**config.mk**
```make
export PLATFORM = sky130hd
export DESIGN_NAME = branch_predictor_unit
export DESIGN_NICKNAME = d
export VERILOG_FILES = /design/src/rtl/branch_predictor_unit.sv
export SDC_FILE = /design/constraint.sdc
export NUM_CORES = 1
export LEC_CHECK = 0
export CAP_MARGIN = 20
export CORE_ASPECT_RATIO = 0.8
export CORE_UTILIZATION = 40
export CTS_BUF_LIST = sky130_fd_sc_hd__clkbuf_4
export DETAILED_ROUTE_END_ITERATION = 6
export PLACE_DENSITY = 0.7
export SLEW_MARGIN = 20
export SYNTH_ARGS = -nofsm -noshare
export SYNTH_HDL_FRONTEND = slang
export SYNTH_SLANG_ARGS = --single-unit
```
**constraint.sdc**
```tcl
create_clock -name clk -period 3.47 [get_ports clk]
set_clock_uncertainty 0.2 [all_clocks]
set_input_delay 1.041 -clock clk [delete_from_list [all_inputs] [get_ports clk]]
set_output_delay 1.041 -clock clk [all_outputs]
set_load 0.01 [all_outputs]
```
**src/rtl/branch_predictor_unit.sv**
```systemverilog
// -----------------------------------------------------------------------------
// branch_predictor_unit
//
// Dynamic conditional-branch predictor that also checks its own predictions
// when the branch resolves.
//
//   Fetch side   : a table of 2-bit saturating counters (PHT) is indexed by the
//                  low IDX_W bits of fetch_pc. The counter MSB is the
//                  taken/not-taken prediction, read combinationally.
//   Resolve side : the real outcome is taken from W_zero, W_negative or carry,
//                  depending on the branch type. This outcome is compared with
//                  the prediction that fetch made for the branch. On a
//                  mismatch a one-cycle flush pulse and a recovery address are
//                  produced. Every conditional resolution trains the PHT and
//                  updates the hit/miss statistics.
//
// Ports
//   clk               in   1       system clock, all state on rising edge
//   reset_n           in   1       synchronous reset, active low
//   fetch_pc          in   ADDR_W  PC of the instruction being fetched
//   fetch_predict     out  1       PHT prediction for fetch_pc
//   res_valid         in   1       a branch is being resolved this cycle
//   res_pc            in   ADDR_W  PC of the resolving branch
//   res_branch_type   in   2       00 none, 01 zero, 10 negative, 11 carry
//   res_pred_taken    in   1       prediction made for this branch at fetch
//   res_target        in   ADDR_W  branch target address
//   res_fallthrough   in   ADDR_W  sequential address after the branch
//   W_zero            in   1       W zero flag
//   W_negative        in   1       W negative flag
//   carry             in   1       carry flag
//   prediction_failed out  1       registered 1-cycle pulse on a misprediction
//   flush             out  1       same pulse as prediction_failed
//   branch_result     out  1       actual outcome of last resolved branch
//   failback_addr     out  ADDR_W  recovery address of last resolved branch
//   branch_count      out  STAT_W  conditional branches resolved (saturating)
//   miss_count        out  STAT_W  mispredictions (saturating)
// -----------------------------------------------------------------------------
module branch_predictor_unit #(
    parameter int ADDR_W = 11,
    parameter int IDX_W  = 4,
    parameter int STAT_W = 16
) (
    input  logic              clk,
    input  logic              reset_n,
    input  logic [ADDR_W-1:0] fetch_pc,
    output logic              fetch_predict,
    input  logic              res_valid,
    input  logic [ADDR_W-1:0] res_pc,
    input  logic [1:0]        res_branch_type,
    input  logic              res_pred_taken,
    input  logic [ADDR_W-1:0] res_target,
    input  logic [ADDR_W-1:0] res_fallthrough,
    input  logic              W_zero,
    input  logic              W_negative,
    input  logic              carry,
    output logic              prediction_failed,
    output logic              flush,
    output logic              branch_result,
    output logic [ADDR_W-1:0] failback_addr,
    output logic [STAT_W-1:0] branch_count,
    output logic [STAT_W-1:0] miss_count
);

    localparam int PHT_DEPTH = 2 ** IDX_W;

    localparam logic [1:0] CNT_STRONG_NT = 2'b00;
    localparam logic [1:0] CNT_WEAK_NT   = 2'b01;
    localparam logic [1:0] CNT_STRONG_T  = 2'b11;

    localparam logic [1:0] BT_NONE = 2'b00;
    localparam logic [1:0] BT_ZERO = 2'b01;
    localparam logic [1:0] BT_NEG  = 2'b10;

    // ------------------------------------------------------------------
    // State
    // ------------------------------------------------------------------
    logic [PHT_DEPTH-1:0][1:0] pht_q, pht_d;
    logic                      failed_q, failed_d;
    logic                      result_q, result_d;
    logic [ADDR_W-1:0]         failback_q, failback_d;
    logic [STAT_W-1:0]         branch_cnt_q, branch_cnt_d;
    logic [STAT_W-1:0]         miss_cnt_q, miss_cnt_d;

    // ------------------------------------------------------------------
    // Index extraction. Upper PC bits are unused because no tags are
    // kept, so aliasing PCs share one counter.
    // ------------------------------------------------------------------
    logic [IDX_W-1:0] fetch_idx;
    logic [IDX_W-1:0] res_idx;

    assign fetch_idx = fetch_pc[IDX_W-1:0];
    assign res_idx   = res_pc[IDX_W-1:0];

    logic unused_pc_bits;
    assign unused_pc_bits = ^{fetch_pc[ADDR_W-1:IDX_W], res_pc[ADDR_W-1:IDX_W]};

    // The read uses the registered table, so a training write at the same
    // index becomes visible only from the following cycle.
    assign fetch_predict = pht_q[fetch_idx][1];

    // ------------------------------------------------------------------
    // Resolution evaluation
    // ------------------------------------------------------------------
    logic       res_cond;
    logic       actual_taken;
    logic       mispredict;
    logic [1:0] res_cnt;

    always_comb begin
        res_cond     = res_valid && (res_branch_type != BT_NONE);
        actual_taken = 1'b0;
        case (res_branch_type)
            BT_ZERO: actual_taken = W_zero;
            BT_NEG:  actual_taken = W_negative;
            default: actual_taken = carry;
        endcase
        mispredict = res_cond && (actual_taken != res_pred_taken);
        res_cnt    = pht_q[res_idx];
    end

    // ------------------------------------------------------------------
    // Next-state logic
    // ------------------------------------------------------------------
    always_comb begin
        pht_d        = pht_q;
        failed_d     = 1'b0;
        result_d     = result_q;
        failback_d   = failback_q;
        branch_cnt_d = branch_cnt_q;
        miss_cnt_d   = miss_cnt_q;

        if (res_cond) begin
            result_d   = actual_taken;
            failed_d   = mispredict;
            // Recovery goes to whichever path was not predicted.
            failback_d = res_pred_taken ? res_fallthrough : res_target;

            if (actual_taken) begin
                if (res_cnt != CNT_STRONG_T) begin
                    pht_d[res_idx] = res_cnt + 2'd1;
                end
            end else begin
                if (res_cnt != CNT_STRONG_NT) begin
                    pht_d[res_idx] = res_cnt - 2'd1;
                end
            end

            // Statistics stick at all-ones instead of wrapping.
            if (branch_cnt_q != '1) begin
                branch_cnt_d = branch_cnt_q + STAT_W'(1);
            end
            if (mispredict && (miss_cnt_q != '1)) begin
                miss_cnt_d = miss_cnt_q + STAT_W'(1);
            end
        end
    end

    // ------------------------------------------------------------------
    // State registers. Reset takes priority over a simultaneous resolve.
    // ------------------------------------------------------------------
    always_ff @(posedge clk) begin
        if (!reset_n) begin
            pht_q        <= {PHT_DEPTH{CNT_WEAK_NT}};
            failed_q     <= 1'b0;
            result_q     <= 1'b0;
            failback_q   <= '0;
            branch_cnt_q <= '0;
            miss_cnt_q   <= '0;
        end else begin
            pht_q        <= pht_d;
            failed_q     <= failed_d;
            result_q     <= result_d;
            failback_q   <= failback_d;
            branch_cnt_q <= branch_cnt_d;
            miss_cnt_q   <= miss_cnt_d;
        end
    end

    // ------------------------------------------------------------------
    // Outputs
    // ------------------------------------------------------------------
    assign prediction_failed = failed_q;
    assign flush             = failed_q;
    assign branch_result     = result_q;
    assign failback_addr     = failback_q;
    assign branch_count      = branch_cnt_q;
    assign miss_count        = miss_cnt_q;

endmodule

```
==> metrics.txt <==
area grow syn2layout 38.2%; first-pass GRT wire length 17,500 um; vias per cell 5.54; endpoint class of the critical path primary output; vias in the first global route 3,638; Clock Tree Buf Depth 2; M1 GR Usage 26.5%; met3 GRT Util 5.42%; Avg Synthesized Cell Area 9.57 um2; VDD IR max 0.149 mV; post-synthesis register bit count 77; layer with the highest usage met2; clk slew on worst S/H paths 110 ps; Leak 0.00200 uW; Critical Path Max Stage Delay 490 ps; CTS sink count 77; Hold WC Path Type reg2reg; Initial DRT Pass Iterations 5; crit path DAT 2250 ps; Root Buffer clkbuf_4; status finished, violations left; hpwl dp 7950 um; RSZ-0062 raised after global routing yes; CP Cell Sequence buf_12 -> mux4_2 -> mux4_2 -> buf_6; commonest non-fill, non-tap cells in the layout clkdlybuf4s50_1 (79), dfxtp_1 (77), buf_4 (38); Worst Path Required 2230 ps; Unique masters post-synth 54; Fmax achieved 287 MHz; Die Area 0.0105 mm2; syn nets 481; WP buf/inv 2; Ports 100; Power per Cell Area 302 mW/mm2; Netlist Area Pre-Place 0.00403 mm2; final net count 596; fraction of layout cells with a size suffix above 1 20.2%; hold_buf cts 0; PortBufs 85; crit path time final 3490 ps; Worst Path Class, Setup in2out; Cell Count, Final, Fillers Out 676; Row Count 32; final hold violation count 0; Routed Antenna Nets 0; Top delay family on crit path multiplexers; Worst-Skew Late Latency 440 ps; hold slack final 288 ps; slowest stage cell, crit path mux4_2; commonest non-fill, non-tap cell in the layout clkdlybuf4s50_1; met2 usage in global routing 36.1%; largest net degree at the start of global routing 45; Worst Setup Slack, final -16.7 ps; ant diodes 0; Syn. warnings 0; Worst slew margin 57.5%; failing checks setup timing; number of synthesized flops with an enable pin 0; Max Cap Violations 0; Worst-Margin Slew 632 ps; Wirelength per Cell 15.8 um; # setup viols final 1; DRC Markers 0; gr usage total 21.3%; CP Max Fanout 4; Seq/Total Area, Yosys 38.3%; Iter 0 DRT Violations 266; final WL 10,700 um; H-tree levels 3; RePlAce Congestion 0.836; Starting Density 41.4%; Mapped Cells 421; crit-path most repeated cell mux4_2; type of origin of the critical path input port; Placed Cells incl. Taps 657; chip height 91.8 um; die width 114 um; Synth Flop Type dfxtp_1; Pwr Total 1680 uW; initial antenna violation count 0; CORE AREA 0.00973 mm2; Num CTS Buffers 9; Final period util 100%; via count 3,747; GRT overflow 0; worst slack, placed -959 ps; TritonCTS clock tree done; ys async rst share 0%; count of final max-slew check failures 0
[final cells by class]
| class | count | area [um2] |
|---|---|---|
| fill | 846 | 4160 |
| clock buffer | 12 | 90.1 |
| sequential | 77 | 1540 |
| inverter | 15 | 56.3 |
| timing repair buffer | 128 | 1250 |
| multi-input combinational | 305 | 2440 |
| clock inverter | 3 | 13.8 |
| tap | 136 | 170 |
[worst paths after layout]
check,start,to,slack [ps],cells past startpoint
worst max-delay path,fetch_pc[0],fetch_predict,-20,4
worst min-delay path,register,register,290,2
worst max register to register,pht_q[11]$_SDFFE_PN0P_,register,740,7
worst min register to register,register,register,290,2
[per-stage QoR]
stage	utilization, %	setup TNS, ps	cell area (um2)
6_report	57.2	-16.7	5570
5_1_grt	57.2	-39.5	5570
2_1_floorplan	-	-7.66	4060
4_1_cts	56.4	-27.3	5490
3_3_place_gp	54.4	-19730	5290
3_5_place_dp	54.4	-22600	5290
[power breakdown]
group	switching [uW]	internal (uW)	total [uW]
clock	298	164	462
combinational	142	156	298
sequential	15.7	905	920
total	456	1220	1680
[worst register-to-register path: stages, from the launching register on]
cell     delay [ps]
dfxtp_1         370
mux4_2          480
mux4_2          480
ha_2            200
mux2_4          360
buf_12          170
nor4_4          240
o21ai_1         100
[cells in the mapped netlist, types with 2 or more instances]
library cell	n	share of area, %
dfxtp_1	77	38
nor2_1	35	3.3
nand2_1	33	3.1
mux2i_1	31	7.7
a21oi_1	23	2.9
mux4_2	15	8.4
or3_1	14	2.2
clkbuf_1	13	1.2
inv_1	13	1.2
a211oi_1	12	2.2
nand3_1	12	1.5
xnor2_1	11	2.4
nand2b_1	9	1.4
nand4_1	9	1.4
nor3_1	9	1.1
o21ai_0	8	0.99
ha_1	7	2.2
nor3_2	7	1.7
o21ai_1	6	0.75
a32oi_1	5	1.1
buf_2	5	0.62
a2bb2oi_1	4	0.87
and3_1	4	0.62
nor4b_2	4	1.5
o31ai_1	4	0.75
or4_1	4	0.75
a311oi_1	3	0.65
and2_1	3	0.47
and4_1	3	0.65
buf_1	3	0.28
nor2b_1	3	0.47
nor4_1	3	0.47
xor2_1	3	0.65
buf_4	2	0.37
inv_2	2	0.19
mux2_2	2	0.56
o221ai_2	2	0.75
or2_2	2	0.31
[logic make-up after synthesis]
family | after synthesis | synth area share, %
mux | 49 | 16.9
simple gates | 159 | 22.0
fa+ha+maj | 7 | 2.17
xor+xnor | 14 | 3.04
compound gates | 76 | 13.5
buf+inv | 39 | 4.16
flops | 77 | 38.3
[repair_timing]
action	CTS	global route
setup endpoints to repair	33	32
resized for setup	30	7
setup buffers	1	2
gates cloned	0	1
pin swaps	3	0
[layer usage]
| layer | vias up | share of wire (%) | routed length [um] |
|---|---|---|---|
| met5 | - | 0 | 0 |
| met4 | 0 | 1.3 | 138 |
| met3 | 12 | 5.7 | 607 |
| met2 | 122 | 50 | 5300 |
| met1 | 1825 | 43 | 4640 |
| li1 | 1788 | - | - |
Note: power is estimated with default switching activity, not from simulation.
